===== src/rtl/opti_coeff_fetch.sv =====
// opti_coeff_fetch: sequencer for the opti_coeffs Q2.14 coefficient ROM.
// Walks the ROM one biquad section at a time, gathers [b0 b1 b2 a1 a2] and
// presents each section to the biquad datapath over a valid/ready handshake.
// Pulses done after the last section is accepted.
//
// Build option: define OPTI_COEFF_PREFETCH_EN to add a shadow bank. The next
// section is then fetched while the current one is presented, so bundles can
// go out back-to-back. Without it a single bank is used, and the next section
// is refetched after each handshake.
//
// Handshake: a bundle transfers on a rising edge where sec_valid && sec_ready.
// While sec_valid is high, sec_idx and sec_b0..sec_a2 hold steady until that
// transfer. sec_valid never drops without a transfer, except on abort or reset.
// sec_ready is ignored while sec_valid is low.
module opti_coeff_fetch #(
  parameter int NSEC      = 5,
  parameter int CW        = 16,
  parameter int AW        = 5,
  parameter int BASE_ADDR = 0
) (
  input  logic          clk,
  input  logic          rst_n,
  input  logic          start,
  input  logic          abort,
  output logic [AW-1:0] rom_addr,
  input  logic [CW-1:0] rom_coeff,
  output logic [2:0]    sec_idx,
  output logic [CW-1:0] sec_b0,
  output logic [CW-1:0] sec_b1,
  output logic [CW-1:0] sec_b2,
  output logic [CW-1:0] sec_a1,
  output logic [CW-1:0] sec_a2,
  output logic          sec_valid,
  input  logic          sec_ready,
  output logic          busy,
  output logic          done
);

  // IDLE: waiting for start. FETCH: busy with no bundle presented.
  // PRESENT: bundle valid on the outputs.
  localparam logic [1:0] ST_IDLE    = 2'd0;
  localparam logic [1:0] ST_FETCH   = 2'd1;
  localparam logic [1:0] ST_PRESENT = 2'd2;

  localparam logic [AW-1:0] BASE      = AW'(BASE_ADDR);
  localparam logic [2:0]    LAST_SEC  = 3'(NSEC - 1);
  localparam logic [2:0]    LAST_SLOT = 3'd4;

  logic [1:0]    state_q, state_d;
  logic [2:0]    k_q, k_d;               // word slot within the section being fetched
  logic [2:0]    sec_idx_q, sec_idx_d;   // section index of the presented bundle
  logic [AW-1:0] rom_addr_q, rom_addr_d;
  logic          done_q, done_d;
  logic [CW-1:0] coef_q [5];             // presented bank, order b0 b1 b2 a1 a2
  logic [CW-1:0] coef_d [5];

  logic hs;
  logic last_sec;

`ifdef OPTI_COEFF_PREFETCH_EN
  logic [CW-1:0] sh_q [5];               // shadow bank filled while presenting
  logic [CW-1:0] sh_d [5];
  logic          sh_full_q, sh_full_d;
  logic          fetch_act_q, fetch_act_d; // more sections remain to be fetched
  logic [2:0]    fsec_q, fsec_d;           // section currently being fetched
  logic          fetch_en;
  logic          fetch_last;
  logic          front_free;
`endif

  assign hs       = (state_q == ST_PRESENT) && sec_ready;
  assign last_sec = (sec_idx_q == LAST_SEC);

`ifdef OPTI_COEFF_PREFETCH_EN
  // A full shadow stalls the fetcher until the presented bundle is taken.
  assign fetch_en   = fetch_act_q && (!sh_full_q || hs);
  assign fetch_last = fetch_en && (k_q == LAST_SLOT);
  // The presented bank can take new data this edge.
  assign front_free = (state_q == ST_FETCH) || hs;
`endif

  // Next-state logic for sequencing, fetch and presentation.
  always_comb begin
    state_d    = state_q;
    k_d        = k_q;
    sec_idx_d  = sec_idx_q;
    rom_addr_d = rom_addr_q;
    done_d     = 1'b0;
    coef_d     = coef_q;
`ifdef OPTI_COEFF_PREFETCH_EN
    sh_d        = sh_q;
    sh_full_d   = sh_full_q;
    fetch_act_d = fetch_act_q;
    fsec_d      = fsec_q;

    unique case (state_q)
      ST_IDLE: begin
        if (start) begin
          state_d     = ST_FETCH;
          k_d         = 3'd0;
          fsec_d      = 3'd0;
          fetch_act_d = 1'b1;
          sh_full_d   = 1'b0;
          rom_addr_d  = BASE;
          sec_idx_d   = 3'd0;
        end
      end
      ST_FETCH, ST_PRESENT: begin
        if (fetch_en) begin
          sh_d[k_q]  = rom_coeff;
          rom_addr_d = rom_addr_q + AW'(1);
          k_d        = k_q + 3'd1;
          if (k_q == LAST_SLOT) begin
            k_d         = 3'd0;
            fsec_d      = fsec_q + 3'd1;
            fetch_act_d = (fsec_q != LAST_SEC);
          end
        end
        if (fetch_last && front_free) begin
          // Completed section goes straight to the outputs, last word from the ROM.
          coef_d[0] = sh_q[0];
          coef_d[1] = sh_q[1];
          coef_d[2] = sh_q[2];
          coef_d[3] = sh_q[3];
          coef_d[4] = rom_coeff;
          state_d   = ST_PRESENT;
          sec_idx_d = fsec_q;
        end else if (hs && sh_full_q) begin
          coef_d    = sh_q;
          sh_full_d = 1'b0;
          sec_idx_d = sec_idx_q + 3'd1;
        end else if (hs) begin
          if (last_sec) begin
            state_d    = ST_IDLE;
            done_d     = 1'b1;
            rom_addr_d = BASE;
            sec_idx_d  = 3'd0;
          end else begin
            state_d = ST_FETCH;
          end
        end
        if (fetch_last && !front_free) begin
          sh_full_d = 1'b1;
        end
      end
      default: state_d = ST_IDLE;
    endcase
`else
    unique case (state_q)
      ST_IDLE: begin
        if (start) begin
          state_d    = ST_FETCH;
          k_d        = 3'd0;
          rom_addr_d = BASE;
          sec_idx_d  = 3'd0;
        end
      end
      ST_FETCH: begin
        coef_d[k_q] = rom_coeff;
        rom_addr_d  = rom_addr_q + AW'(1);
        k_d         = k_q + 3'd1;
        if (k_q == LAST_SLOT) begin
          k_d     = 3'd0;
          state_d = ST_PRESENT;
        end
      end
      ST_PRESENT: begin
        if (sec_ready) begin
          if (last_sec) begin
            state_d    = ST_IDLE;
            done_d     = 1'b1;
            rom_addr_d = BASE;
            sec_idx_d  = 3'd0;
          end else begin
            state_d   = ST_FETCH;
            sec_idx_d = sec_idx_q + 3'd1;
          end
        end
      end
      default: state_d = ST_IDLE;
    endcase
`endif

    // Abort wins over everything, including a same-cycle start.
    // Coefficient registers keep whatever they hold.
    if (abort) begin
      state_d    = ST_IDLE;
      k_d        = 3'd0;
      sec_idx_d  = 3'd0;
      rom_addr_d = BASE;
      done_d     = 1'b0;
      coef_d     = coef_q;
`ifdef OPTI_COEFF_PREFETCH_EN
      sh_full_d   = 1'b0;
      fetch_act_d = 1'b0;
      fsec_d      = 3'd0;
`endif
    end
  end

  // State and datapath registers.
  always_ff @(posedge clk or negedge rst_n) begin
    if (!rst_n) begin
      state_q    <= ST_IDLE;
      k_q        <= 3'd0;
      sec_idx_q  <= 3'd0;
      rom_addr_q <= BASE;
      done_q     <= 1'b0;
      for (int i = 0; i < 5; i++) coef_q[i] <= '0;
`ifdef OPTI_COEFF_PREFETCH_EN
      for (int i = 0; i < 5; i++) sh_q[i] <= '0;
      sh_full_q   <= 1'b0;
      fetch_act_q <= 1'b0;
      fsec_q      <= 3'd0;
`endif
    end else begin
      state_q    <= state_d;
      k_q        <= k_d;
      sec_idx_q  <= sec_idx_d;
      rom_addr_q <= rom_addr_d;
      done_q     <= done_d;
      coef_q     <= coef_d;
`ifdef OPTI_COEFF_PREFETCH_EN
      sh_q        <= sh_d;
      sh_full_q   <= sh_full_d;
      fetch_act_q <= fetch_act_d;
      fsec_q      <= fsec_d;
`endif
    end
  end

  assign rom_addr  = rom_addr_q;
  assign sec_idx   = sec_idx_q;
  assign sec_b0    = coef_q[0];
  assign sec_b1    = coef_q[1];
  assign sec_b2    = coef_q[2];
  assign sec_a1    = coef_q[3];
  assign sec_a2    = coef_q[4];
  assign sec_valid = (state_q == ST_PRESENT);
  assign busy      = (state_q != ST_IDLE);
  assign done      = done_q;

endmodule


===== config.mk =====
export PLATFORM = sky130hd
export DESIGN_NAME = opti_coeff_fetch
export DESIGN_NICKNAME = d
export VERILOG_FILES = /design/src/rtl/opti_coeff_fetch.sv
export SDC_FILE = /design/constraint.sdc
export NUM_CORES = 1
export LEC_CHECK = 0
export ABC_AREA = 1
export ABC_CLOCK_PERIOD_IN_PS = 3400
export BUFFER_PORTS_ARGS = -buffer_cell sky130_fd_sc_hd__buf_2
export CAP_MARGIN = 0
export CORE_ASPECT_RATIO = 0.9
export CORE_MARGIN = 2
export CORE_UTILIZATION = 40
export CTS_CLUSTER_DIAMETER = 60
export DETAILED_ROUTE_END_ITERATION = 8
export PLACE_DENSITY = 0.69
export SYNTH_ARGS = -nofsm -noshare
export SYNTH_HDL_FRONTEND = slang
export SYNTH_SLANG_ARGS = --single-unit

===== constraint.sdc =====
create_clock -name clk -period 3.4 [get_ports clk]
set_input_delay 0.51 -clock clk [delete_from_list [all_inputs] [get_ports clk]]
set_output_delay 0.51 -clock clk [all_outputs]
set_load 0.03 [all_outputs]

==> results of run 1 <==
## cell type report
class,instances,area [um^2],area share [%]
inverters,29,116,2.47
multi-input cells,246,1320,28.0
well taps,126,158,3.35
clock inverters,7,62.6,1.33
clock buffers,9,124,2.63
repair buffers,113,573,12.2
flip-flops and latches,94,2350,50.0
## per-stage QoR
stage / utilization, % / cell area [um^2] / hold WS [ns] / worst slack, ns / instances
after CTS: 48.7 / 4700 / 0.285 / 1.59 / 624
after detailed placement: 46.8 / 4520 / 0.465 / 1.49 / 608
after global routing: 48.7 / 4700 / 0.304 / 1.50 / 624
final: 48.7 / 4700 / 0.245 / 1.58 / 624
after global placement: 46.8 / 4520 / 0.463 / 1.54 / 608
after floorplan: - / 3950 / 0.214 / 1.93 / 384
## critical path: stages, from the launching register on
cell and delay, ns:
dfrtp_1 0.43, inv_2 0.10, nor2_1 0.20, buf_2 0.24
## logic make-up (layout without fill, tap and decap cells)
| logic type | after synthesis | after routing | share of synthesized area (%) |
|---|---|---|---|
| AO/OA/AOI/OAI | 88 | 88 | 14.7 |
| AND/OR/NAND/NOR | 148 | 148 | 16.0 |
| buffers and inverters | 44 | 158 | 7.03 |
| XOR/XNOR | 5 | 5 | 1.11 |
| adder cells (fa/ha/maj) | 5 | 5 | 1.58 |
| flip-flops | 94 | 94 | 59.6 |
## sequential cells by signal, summed over array words and instances, names as in the netlist
| name | flops |
|---|---|
| rom_addr | 5 |
| state_q | 2 |
| sec_idx | 3 |
| sec_b0 | 16 |
| sec_a2 | 16 |
| done | 1 |
| k_q | 3 |
| sec_a1 | 16 |
| sec_b2 | 16 |
| sec_b1 | 16 |
## path summary, 6_finish.rpt
kind / startpoint / end / slack [ns] / cells past startpoint
max in group asynchronous: rst_n / sec_a2[15] / 2.37 / 2
worst min register to register: sec_a2[15] / sec_a2[15] / 0.48 / 2
worst max register to register: state_q[1] / sec_a2[5] / 1.74 / 6
worst min-delay path: rst_n / sec_b2[2] / 0.24 / 1
min in group clk: sec_ready / done / 0.43 / 3
worst max-delay path: state_q[1] / sec_valid / 1.58 / 3
## routing by layer
layer / routed length (um) / vias up / track usage, %
li1: - / 1462 / -
met4: 61 / 0 / 3.85
met3: 450 / 4 / 4.47
met5: 0 / - / 0
met1: 4080 / 1364 / 22.9
met2: 4090 / 77 / 26.0
## power breakdown
| part | total, mW | internal (mW) | switching [mW] |
|---|---|---|---|
| registers | 1.58 | 1.41 | 0.166 |
| clock network | 0.707 | 0.283 | 0.424 |
| logic | 1.37 | 0.380 | 0.986 |
## placed cells by master, fill, tap and decap left out, types with 5 or more instances in the layout
| cell type | count |
|---|---|
| nor2_1 | 12 |
| nand2_1 | 114 |
| o21ai_2 | 35 |
| buf_2 | 110 |
| o21ai_1 | 45 |
| dfrtp_1 | 94 |
| ha_1 | 5 |
| nand3_1 | 9 |
| clkbuf_8 | 9 |
| inv_1 | 26 |
==> flow_summary.json, run 1 <==
{
  "status": "completed",
  "cts_hold_buf": 0,
  "htreeDepth": 3,
  "gp_congestion": 0.830,
  "start_kind": "flip-flop",
  "diodes": 0,
  "vdd_drop_max_uv": 329,
  "die_area_mm2": 0.0107,
  "ios": 112,
  "netlist_area_mm2": 0.00395,
  "num_rows": 34,
  "synth_commonest_cells": "114 x nand2_1, 94 x dfrtp_1, 45 x o21ai_1",
  "dp_hpwl_um": 5990,
  "setup-tns-final_ns": 0,
  "max_slew_margin_pct": 43.4,
  "die_w_um": 109,
  "worst_slew_pin_slew_ns": 0.848,
  "synth-main-ff-cell": "dfrtp_1",
  "cts_setup_buffers": 0,
  "first_iter_violations": 144,
  "cts_tree": "yes",
  "ys_seq_area_share_pct": 59.6,
  "cts.reportedPaths.clkPinSlew_ns": 0.10,
  "max_freq_ghz": 0.548,
  "syn_avg_cell_area_um2": 10.3,
  "clock_latency_ns": 0.36,
  "cts_resized": 0,
  "synthArstFlopShare_pct": 100,
  "grt_pass1_wl_um": 13800,
  "p_leak_nw": 2.63,
  "vias_per_cell": 4.66,
  "synth_most_common_cell": "nand2_1",
  "skew_ns": 0.0149,
  "drt_wl_total_um": 8680,
  "max-clock-path-buffers": 2,
  "synth_top_area_cell": "dfrtp_1",
  "initial_core_util_pct": 40.9,
  "synth_seq_cells": 94,
  "critical_path.max_fanout": 5,
  "drive_gt1_share_pct": 35.3,
  "layout_min_cycle_time_ns": 1.82,
  "power_density_mw_per_mm2": 776,
  "areaGrowthSynthToFinish_pct": 19.1,
  "io_buffers": 111,
  "cp.arrival_ns": 1.31,
  "hold_violations": 0,
  "grt_pass1_vias": 2747,
  "synth_edf_count": 0,
  "synthDistinctLibCells": 25,
  "cts_made_buffers": 9,
  "worstPathRequired_ns": 2.89,
  "synth_cells": 384,
  "min_path_type": "input pin to asynchronous set/reset pin",
  "synthTopCellsByArea": "dfrtp_1 60%, nand2_1 11%, o21ai_2 7.8%",
  "grt_max_degree": 69,
  "yosysTopAreaCellShare_pct": 59.6,
  "cts_sinks": 94,
  "wl_per_cell_um": 13.9,
  "yosys_warnings": 0,
  "dr_total_vias": 2907,
  "crit_path_end_kind": "output pin",
  "die_h_um": 98.3,
  "slew_violations": 0,
  "dr.pass1.iters": 4,
  "n_fill_cell": 943,
  "period_share_pct": 53.6,
  "antenna_left": 0,
  "critPathKind": "flip-flop to output pin",
  "antenna_found_initial": 0,
  "layout.nets": 519,
  "rsz0062_at_grt": "false",
  "power.total_mw": 3.65,
  "drc": 0,
  "setup_viol": 0,
  "gr-total-overflow": 0,
  "syn-num-nets": 410,
  "grt_use_total_pct": 16.5,
  "coreArea_mm2": 0.00966,
  "maxCapViolCount": 0,
  "cts-root-buf": "clkbuf_8"
}
Power figures use the tool's default switching activity.
==> run 2, diff against run 1 <==
ABC_CLOCK_PERIOD_IN_PS = 1500   (was 3400)
PLACE_DENSITY = 0.71   (was 0.69)
clock period = 1.5 ns   (was 3.4 ns; I/O delays follow)
==> flow_summary.json, run 2 (synthesis gave the netlist of run 1 again) <==
{
  "p_leak_nw": 2.64,
  "slew_violations": 0,
  "grt_use_total_pct": 17.5,
  "min_path_type": "input pin to flip-flop",
  "maxCapViolCount": 0,
  "cts_setup_buffers": 0,
  "gr-total-overflow": 0,
  "ios": 112,
  "antenna_left": 0,
  "diodes": 0,
  "layout_min_cycle_time_ns": 1.42,
  "io_buffers": 111,
  "dr_total_vias": 3033,
  "dr.pass1.iters": 4,
  "die_h_um": 98.3,
  "fin_area_mm2": 0.00480,
  "period_share_pct": 94.9,
  "crit_path_end_kind": "output pin",
  "max_slew_margin_pct": 76.4,
  "setup_viol": 0,
  "cts.reportedPaths.clkPinSlew_ns": 0.09,
  "drt_wl_total_um": 9400,
  "wl_per_cell_um": 14.9,
  "max-clock-path-buffers": 2,
  "clock_latency_ns": 0.36,
  "hold_violations": 0,
  "first_iter_violations": 124,
  "layout.nets": 525,
  "rsz0062_at_grt": "true",
  "status": "completed",
  "hold_ws_ns": 0.145,
  "dpl_worst_slack_ns": 0.0837,
  "critPathKind": "flip-flop to output pin",
  "dp_hpwl_um": 6420,
  "power_density_mw_per_mm2": 1730,
  "power.total_mw": 8.32,
  "cts_tree": "yes",
  "max_freq_ghz": 0.702,
  "cts-root-buf": "clkbuf_8",
  "instances_no_fill": 630,
  "htreeDepth": 3,
  "skew_ns": 0.0156,
  "coreArea_mm2": 0.00966,
  "cts_made_buffers": 9,
  "final_common_cell": "nand2_1",
  "die_area_mm2": 0.0107,
  "grt_pass1_wl_um": 14500,
  "num_rows": 34,
  "drive_gt1_share_pct": 36.9,
  "place_area_mm2": 0.00457,
  "die_w_um": 109,
  "initial_core_util_pct": 40.9,
  "cts_sinks": 94,
  "worstPathRequired_ns": 1.27,
  "vias_per_cell": 4.81,
  "gp_congestion": 0.824,
  "cp.arrival_ns": 1.20,
  "timing.final.ws_setup_ns": 0.0762,
  "vdd_drop_max_uv": 776,
  "critical_path.max_fanout": 6,
  "worst_slew_pin_slew_ns": 0.354,
  "drc": 0,
  "grt_max_degree": 41,
  "antenna_found_initial": 0,
  "layout_common_cells": "114 x nand2_1, 109 x buf_2, 93 x dfrtp_1",
  "start_kind": "flip-flop",
  "dpl.cell_count": 611,
  "areaGrowthSynthToFinish_pct": 21.6,
  "grt_pass1_vias": 2852
}
[run 2: critical path, stage by stage (launching register included)]
cell	delay, ns
dfrtp_2	0.46
inv_1	0.13
nand2_1	0.08
buf_2	0.18
[run 2: worst paths after layout]
kind | start | end | slack (ns) | cells past startpoint
min in group asynchronous | rst_n | sec_b2[3] | 0.29 | 2
max in group asynchronous | rst_n | state_q[0] | 0.66 | 3
worst max-delay path | state_q[0] | busy | 0.08 | 3
worst max register to register | state_q[1] | sec_b2[15] | 0.11 | 6
worst min-delay path | sec_ready | done | 0.15 | 3
worst min register to register | sec_a1[7] | sec_a1[7] | 0.49 | 2
[run 2: per-stage QoR]
step / setup TNS (ns) / util, %
after floorplan: 0 / -
after global placement: 0 / 47.3
after detailed placement: 0 / 47.3
after CTS: 0 / 49.3
after global routing: -0.00812 / 49.7
final: 0 / 49.7
[run 2: what timing repair did]
| action | CTS | global route |
|---|---|---|
| gates resized for setup | 1 | 10 |
| hold buffers | 1 | 0 |
| pin swaps | 0 | 2 |
| endpoints found under the setup margin | 1 | 32 |
| endpoints found under the hold margin | 18 | 0 |
| gates cloned | 0 | 2 |
[run 2: area by class of cell]
class | instances | area, um^2
Clock buffer | 10 | 128
Clock inverter | 6 | 51.3
Fill cell | 932 | 4850
Inverter | 29 | 116
Multi-Input combinational cell | 248 | 1360
Sequential cell | 94 | 2350
Tap cell | 126 | 158
Timing Repair Buffer | 117 | 633
[run 2: layer usage]
| metal | vias to the layer above | part of all wire (%) | global-route usage [%] |
|---|---|---|---|
| li1 | 1476 | - | - |
| met1 | 1461 | 45 | 24.3 |
| met2 | 80 | 49 | 27.6 |
| met3 | 16 | 4.0 | 3.07 |
| met4 | 0 | 1.7 | 6.31 |
| met5 | - | 0 | 0 |
[run 2: power breakdown]
part           leakage [nW]  switching, mW  internal (mW)  total, mW
combinational          1.31           2.29          0.881       3.17
clock                0.0883          0.931          0.631       1.56
sequential             1.25          0.383           3.20       3.59
==> run 3, diff against run 2 <==
CTS_BUF_LIST = sky130_fd_sc_hd__clkbuf_4   (was not set)
==> flow_summary.json, run 3 (synthesis gave the netlist of run 1 again) <==
{
  "cts-root-buf": "clkbuf_4",
  "setup-tns-final_ns": 0,
  "htreeDepth": 3,
  "ios": 112,
  "die_w_um": 109,
  "die_area_mm2": 0.0107,
  "power.total_mw": 8.06,
  "skew_ns": 0.0287,
  "drt-met1-wl_um": 4330,
  "wl_per_cell_um": 14.9,
  "first_iter_violations": 120,
  "worst_slew_pin_slew_ns": 0.367,
  "max_freq_ghz": 0.689,
  "grt_use_total_pct": 17.7,
  "initial_core_util_pct": 40.9,
  "drive_gt1_share_pct": 37.7,
  "cts_sinks": 94,
  "dr.pass1.iters": 4,
  "drc": 0,
  "r2r_cells": 6,
  "dpl.cell_count": 611,
  "route.met3.wl_um": 374,
  "gr-total-overflow": 0,
  "start_kind": "flip-flop",
  "coreArea_mm2": 0.00966,
  "rsz0062_at_grt": "true",
  "grt_pass1_vias": 2894,
  "instances_no_fill": 632,
  "power_density_mw_per_mm2": 1690,
  "layout_common_cells": "113 x nand2_1, 108 x buf_2, 93 x dfrtp_1",
  "hold_ws_ns": 0.0480,
  "diodes": 0,
  "layout.nets": 527,
  "num_rows": 34,
  "drt_wl_total_um": 9400,
  "clock_latency_ns": 0.45,
  "grt_pass1_wl_um": 14600,
  "io_buffers": 111,
  "period_share_pct": 96.7,
  "max_slew_margin_pct": 75.5,
  "max-clock-path-buffers": 2,
  "areaGrowthSynthToFinish_pct": 20.9,
  "routed.top_layer": "met4",
  "worstHoldPathCells": 3,
  "dr_total_vias": 3010,
  "hold_violations": 0,
  "layout_min_cycle_time_ns": 1.45,
  "cp.arrival_ns": 1.23,
  "cts_tree": "yes",
  "vias_per_cell": 4.76,
  "dp_hpwl_um": 6420,
  "crit_path_end_kind": "output pin",
  "critical_path.max_fanout": 6,
  "grt_max_degree": 41,
  "antenna_found_initial": 0,
  "dr_wl_met2_um": 4490,
  "fin_util_pct": 49.5,
  "die_h_um": 98.3,
  "status": "completed",
  "slew_violations": 0,
  "vdd_drop_max_uv": 759,
  "cts_made_buffers": 9,
  "setup_viol": 0,
  "worstPathRequired_ns": 1.27,
  "p_leak_nw": 2.65,
  "critPathKind": "flip-flop to output pin",
  "maxCapViolCount": 0,
  "min_path_type": "input pin to flip-flop",
  "final_common_cell": "nand2_1",
  "gp_congestion": 0.824,
  "antenna_left": 0,
  "cts.reportedPaths.clkPinSlew_ns": 0.15
}
run 3: final cells by class:
cell class	instances	area, um^2
clock buffer	10	75.1
clock inverter	6	51.3
tap	126	158
sequential	94	2350
fill	933	4880
inverter	29	119
timing repair buffer	119	658
multi-input combinational	248	1360
run 3: repair_timing:
item	4_1_cts	5_1_grt
hold buffers	1	0
pin swaps	0	2
setup buffers	2	0
setup endpoints to repair	2	34
resized for setup	6	11
gates cloned	0	2
hold endpoints to repair	94	0
run 3: worst paths after layout:
kind / start / to / slack (ns)
hold / removal: sec_ready / done / 0.05
min in group asynchronous: rst_n / sec_b2[3] / 0.18
hold reg to reg: sec_a1[7] / sec_a1[7] / 0.50
max in group asynchronous: rst_n / state_q[0] / 0.76
setup / recovery: state_q[0] / sec_valid / 0.05
setup reg to reg: k_q[2] / sec_b0[14] / 0.13
run 3: power by group:
| part | leakage (nW) | internal [mW] | switching [mW] |
|---|---|---|---|
| Clock | 0.0684 | 0.387 | 0.913 |
| Sequential | 1.25 | 3.20 | 0.382 |
| Combinational | 1.34 | 0.893 | 2.28 |
run 3: routing by layer:
metal,vias to the layer above,track usage [%]
li1,1491,-
met1,1425,24.4
met2,77,27.8
met3,17,3.27
met4,0,6.90
met5,-,0
run 3: critical path, stage by stage, from the launching register on:
cell	delay, ns
dfrtp_2	0.50
nor2_4	0.16
buf_6	0.14
run 3: through the flow:
step           setup slack [ns]  area, um^2
2_1_floorplan            0.0288        3950
3_3_place_gp              0.165        4570
3_5_place_dp             0.0837        4570
4_1_cts                 0.00801        4730
5_1_grt                -0.00946        4780
6_report                 0.0488        4780
